==> config.mk <==
export PLATFORM = sky130hd
export DESIGN_NAME = top_level
export DESIGN_NICKNAME = d
export VERILOG_FILES = /design/src/rtl/top_level.sv
export SDC_FILE = /design/constraint.sdc
export NUM_CORES = 1
export LEC_CHECK = 0
export ABC_AREA = 1
export CAP_MARGIN = 30
export CORE_ASPECT_RATIO = 1.2
export CORE_MARGIN = 2
export CORE_UTILIZATION = 50
export CTS_CLUSTER_SIZE = 12
export DETAILED_ROUTE_END_ITERATION = 6
export GPL_TIMING_DRIVEN = 0
export PLACE_DENSITY_LB_ADDON = 0.05
export SLEW_MARGIN = 15
export SYNTH_ARGS = -nofsm -noshare
export SYNTH_HDL_FRONTEND = slang
export SYNTH_SLANG_ARGS = --single-unit
==> constraint.sdc <==
create_clock -name clk -period 5.4 [get_ports clk]
set_input_delay 0.54 -clock clk [delete_from_list [all_inputs] [get_ports clk]]
set_output_delay 0.54 -clock clk [all_outputs]
set_load 0.02 [all_outputs]
==> src/rtl/top_level.sv <==
// top_level: sequential 8-bit ALU on a shared byte bus.
//   Operations (op latched with start): 00 signed add, 01 signed subtract,
//   10 unsigned 8x8 multiply (shift-add), 11 unsigned 16/8 divide (restoring).
//   Operands arrive one byte per cycle after start. The 16-bit result leaves
//   one byte per cycle, and the first byte is marked by finish.
// Ports:
//   clk    in  rising-edge clock
//   rst    in  asynchronous active-high reset
//   inbus  in  [7:0] operand byte bus (sampled only in LOAD states)
//   op     in  [1:0] operation select, sampled with start
//   start  in  begin operation (honoured in IDLE and OUT_LO)
//   outbus out [7:0] result byte, 0 when no result is presented
//   finish out strobe on the first result byte (OUT_HI)
//   state  out [3:0] FSM state code
//   A,Q,M  out [7:0] datapath registers (high/remainder, low/quotient, operand/divisor)
module top_level (
  input  logic       clk,
  input  logic       rst,
  input  logic [7:0] inbus,
  input  logic [1:0] op,
  input  logic       start,
  output logic [7:0] outbus,
  output logic       finish,
  output logic [3:0] state,
  output logic [7:0] A,
  output logic [7:0] Q,
  output logic [7:0] M
);

  typedef enum logic [3:0] {
    S_IDLE   = 4'd0,
    S_LOAD1  = 4'd1,
    S_LOAD2  = 4'd2,
    S_LOAD3  = 4'd3,
    S_ADDSUB = 4'd4,
    S_MUL    = 4'd5,
    S_DIV    = 4'd6,
    S_OUT_HI = 4'd7,
    S_OUT_LO = 4'd8
  } state_t;

  localparam logic [1:0] OP_SUB = 2'b01;
  localparam logic [1:0] OP_MUL = 2'b10;
  localparam logic [1:0] OP_DIV = 2'b11;

  state_t     state_q, state_d;
  logic [7:0] a_q, a_d;
  logic [7:0] q_q, q_d;
  logic [7:0] m_q, m_d;
  logic [1:0] op_q, op_d;
  logic [2:0] cnt_q, cnt_d;
  logic signed [8:0] r9;

  // 9-bit signed sum/difference of two sign-extended bytes; cannot overflow.
  function automatic logic signed [8:0] addsub9(input logic [7:0] x,
                                                input logic [7:0] y,
                                                input logic       sub);
    logic signed [8:0] xs;
    logic signed [8:0] ys;
    xs = {x[7], x};
    ys = {y[7], y};
    return sub ? (xs - ys) : (xs + ys);
  endfunction

  // One shift-add step: {C,A} = A + (Q[0] ? M : 0), then {C,A,Q} >> 1.
  function automatic logic [15:0] mul_step(input logic [7:0] a,
                                           input logic [7:0] q,
                                           input logic [7:0] m);
    logic [8:0] sum;
    sum = {1'b0, a} + {1'b0, (q[0] ? m : 8'h00)};
    return {sum[8:1], sum[0], q[7:1]};
  endfunction

  // One restoring step. A < M holds throughout, so the shifted partial
  // remainder is below 2*M and the difference always fits back in 8 bits.
  function automatic logic [15:0] div_step(input logic [7:0] a,
                                           input logic [7:0] q,
                                           input logic [7:0] m);
    logic [8:0] pr;
    logic [8:0] diff;
    logic [7:0] qs;
    pr   = {a, q[7]};
    qs   = {q[6:0], 1'b0};
    diff = pr - {1'b0, m};
    if (pr >= {1'b0, m}) begin
      qs[0] = 1'b1;
      return {diff[7:0], qs};
    end
    return {pr[7:0], qs};
  endfunction

  always_ff @(posedge clk or posedge rst) begin
    if (rst) begin
      state_q <= S_IDLE;
      a_q     <= 8'h00;
      q_q     <= 8'h00;
      m_q     <= 8'h00;
      op_q    <= 2'b00;
      cnt_q   <= 3'd0;
    end else begin
      state_q <= state_d;
      a_q     <= a_d;
      q_q     <= q_d;
      m_q     <= m_d;
      op_q    <= op_d;
      cnt_q   <= cnt_d;
    end
  end

  always_comb begin
    state_d = state_q;
    a_d     = a_q;
    q_d     = q_q;
    m_d     = m_q;
    op_d    = op_q;
    cnt_d   = cnt_q;
    r9      = '0;
    outbus  = 8'h00;
    finish  = 1'b0;
    case (state_q)
      S_IDLE: begin
        if (start) begin
          op_d    = op;
          state_d = S_LOAD1;
        end
      end
      S_LOAD1: begin
        if (op_q == OP_DIV) a_d = inbus;
        else                q_d = inbus;
        state_d = S_LOAD2;
      end
      S_LOAD2: begin
        cnt_d = 3'd0;
        if (op_q == OP_DIV) begin
          q_d     = inbus;
          state_d = S_LOAD3;
        end else begin
          m_d     = inbus;
          a_d     = 8'h00;
          state_d = (op_q == OP_MUL) ? S_MUL : S_ADDSUB;
        end
      end
      S_LOAD3: begin
        m_d   = inbus;
        cnt_d = 3'd0;
        // High byte >= divisor means divide-by-zero or a quotient above 255.
        if (a_q >= inbus) begin
          a_d     = 8'hFF;
          q_d     = 8'hFF;
          state_d = S_OUT_HI;
        end else begin
          state_d = S_DIV;
        end
      end
      S_ADDSUB: begin
        r9      = addsub9(q_q, m_q, op_q == OP_SUB);
        q_d     = r9[7:0];
        a_d     = {8{r9[8]}};
        state_d = S_OUT_HI;
      end
      S_MUL: begin
        {a_d, q_d} = mul_step(a_q, q_q, m_q);
        cnt_d      = cnt_q + 3'd1;
        if (cnt_q == 3'd7) state_d = S_OUT_HI;
      end
      S_DIV: begin
        {a_d, q_d} = div_step(a_q, q_q, m_q);
        cnt_d      = cnt_q + 3'd1;
        if (cnt_q == 3'd7) state_d = S_OUT_HI;
      end
      S_OUT_HI: begin
        finish  = 1'b1;
        outbus  = (op_q == OP_DIV) ? q_q : a_q;
        state_d = S_OUT_LO;
      end
      S_OUT_LO: begin
        outbus = (op_q == OP_DIV) ? a_q : q_q;
        if (start) begin
          op_d    = op;
          state_d = S_LOAD1;
        end else begin
          state_d = S_IDLE;
        end
      end
      default: state_d = S_IDLE;
    endcase
  end

  assign state = state_q;
  assign A     = a_q;
  assign Q     = q_q;
  assign M     = m_q;

endmodule

==> results.tsv <==
stage	metric	value	unit
outcome	outcome	finished, final reports clean	
worst_setup_path	worst setup path category	reg -> out	
timing	RSZ-0062 raised after global routing	no	
layout	area growth from synthesis to layout	18.53	%
clock_network	post-CTS setup buffers	0	
die	Die W	82.53	um
global_route	largest net degree at the start of global routing	34	
timing	setup ws final	2272	ps
clock_network	maximum clock insertion buffer count	2	
timing	max-slew violations	0	
route	ANT nets after route	0	
worst_setup_path	Arr. time, crit path	2590	ps
yosys	Commonest cells post-synth	nand2_1 (149), inv_1 (93), nor2_1 (46)	
worst_setup_path	CP max FO	7	
clock_network	TritonCTS buffer count	5	
timing	setup violators final	0	
yosys	register area share after synthesis	22.32	%
clock_network	CTS tree	yes	
clock_network	Reg clk slew, reported paths	70	ps
worst_setup_path	Critical Path Start Type	flip-flop	
yosys	most common cell in the netlist	nand2_1	
timing	fmax	319.7	MHz
global_route	GRT Residual Overflow	0	
yosys	Synthesized Nets	620	
worst_setup_path	Setup crit end kind	output pin	
route	vias	3866	
yosys	area leader, netlist	dfrtp_1	
yosys	synth unique cells	46	
layout	# diodes	0	
route	DRT Pass-1 Iters	4	
route	DRC violations left	0	
timing	Worst-Margin Slew	706.8	ps
timing	final hold viol count	0	
route	DRT Wirelength	11.45	mm
die	Ports	50	
layout	cell area after layout	4385	um2
route	number of vias per cell	5.407	
placement	GP Congestion	1.017	
hold_path	Hold Crit Class	reg -> reg	
run	Max Cap Viol	0	
die	Die Ht	98.23	um
timing	Worst Hold Margin	509.6	ps
route	routed len/inst	16.01	um
route	iteration-0 DRC count of the detailed router	244	
die	core area	7232	um2
die	starting density of the core	51.16	%
yosys	Yosys top cell area share	22.32	%
placement	post-DP HPWL	9.232	mm
yosys	Synth Flop Type	dfrtp_1	
die	Die ar.	8106	um2
clock_network	CTS sink count	33	
clock_network	clk_lat worst skew	290	ps
yosys	Post-synth EDFFs	0	
timing	Worst slew margin	52.81	%
layout	layout cells sized above 1	7.200	%
placement	Port Buf Inserts	49	
layout	Final #Nets	676	
yosys	Synth Warn #	0	
timing	period utilisation layout	57.92	%
placement	Area after DPL	4303	um2
yosys	Syn Area/Cell	6.514	um2
timing	setup_tns	0	ps
global_route	vias in the first global route	3738	
timing	Final Critical Period	3128	ps
worst_setup_path	required time of the critical path	4860	ps
clock_network	H-tree depth	2	
global_route	Total Routing Usage GR	29.58	%
global_route	first-pass GRT wire length	18.25	mm
yosys	register bit total from synthesis	33	
clock_network	CTS root buf	clkbuf_8	
timing	Layout Skew	8.991	ps
yosys	Async SR Flop Fraction	100.0	%
yosys	Syn Inst Count	568	
die	FP Rows	34	
clock_network	Hold Buf Count CTS	0	
clock_network	Gates resized, CTS repair	0	
global_route	initial antenna violation count	0	
yosys	Area contributors post-synth	dfrtp_1 (22%), nand2_1 (15%), ha_1 (12%), inv_1 (9.4%), nand3_1 (5.5%)	
placement	dpl ws	2360	ps
yosys	synthesized area	3700	um2
[sequential cells by signal (all words and copies together), names as in the netlist]
signal and cells:
A 8, M 8, Q 8, cnt_q 3
op_q 2, state 4
[layout make-up]
cell class	count	area [um2]
Tap cell	90	112.6
Clock inverter	2	10.01
Inverter	106	401.6
Fill cell	726	2846
Clock buffer	6	72.57
Buffer	6	43.79
Sequential cell	33	825.8
Multi-Input combinational cell	423	2429
Timing Repair Buffer	49	490.5
[cells by family after synthesis]
kind of cell	count (synthesis)	synth area share, %
buffers and inverters	112	12.04
AOI/OAI and AO/OA	105	16.44
and+or+nand+nor	268	32.80
adders and majority gates	39	13.80
xor gates and xnor gates	11	2.604
DFF	33	22.32
[placed cells by master, fill, tap and decap left out, types with 5 or more instances in the layout]
cell / count
a21oi_1: 31
o22ai_1: 9
inv_2: 11
a221oi_1: 5
inv_1: 92
o21ai_0: 30
ha_1: 36
o21ai_1: 12
clkbuf_8: 5
nand3_1: 41
nand2_1: 149
o221ai_1: 5
dfrtp_1: 33
clkdlybuf4s50_1: 49
a21boi_1: 5
xor2_1: 7
nor2_1: 46
[metal layers]
layer  vias to the layer above  GRT usage (%)  share of wire [%]  wire length (um)
li1                       1967              -                  -                 -
met5                         -              0                  0                 0
met4                         0          9.836                2.9               335
met3                        21          3.142                3.7               429
met2                        89          50.81                 49              5615
met1                      1789          38.06                 44              5065
[final timing paths]
check	from	end	slack, ps	depth (start not counted)
min in group asynchronous	rst	M[7]$_DFFE_PP0P_	680	2
setup / recovery	state[0]$_DFFE_PP0P_	outbus[5]	2270	8
max in group asynchronous	rst	A[0]$_DFFE_PP0P_	4250	2
setup reg to reg	M[1]$_DFFE_PP0P_	A[6]$_DFFE_PP0P_	2290	21
hold / removal	cnt_q[0]$_DFFE_PP0P_	cnt_q[0]$_DFFE_PP0P_	510	1
hold reg to reg	cnt_q[0]$_DFFE_PP0P_	cnt_q[0]$_DFFE_PP0P_	510	1
[per-stage QoR]
stage / cells / util, %
5_1_grt: 715 / 60.64
3_3_place_gp: 707 / 59.50
6_report: 715 / 60.64
3_5_place_dp: 707 / 59.50
2_1_floorplan: 568 / -
4_1_cts: 715 / 60.64
[worst max-delay path, cell delays in order, from the launching register on]
cell,delay [ps]
dfrtp_1,440
nor2_1,280
inv_1,190
nor3_2,220
nand2_1,70
o21ai_0,80
inv_1,140
o22ai_1,230
clkdlybuf4s50_1,650
Power is left out: the tool's default activity adds up to more than one toggle a clock period on the data nets, which glitch-free logic cannot reach.
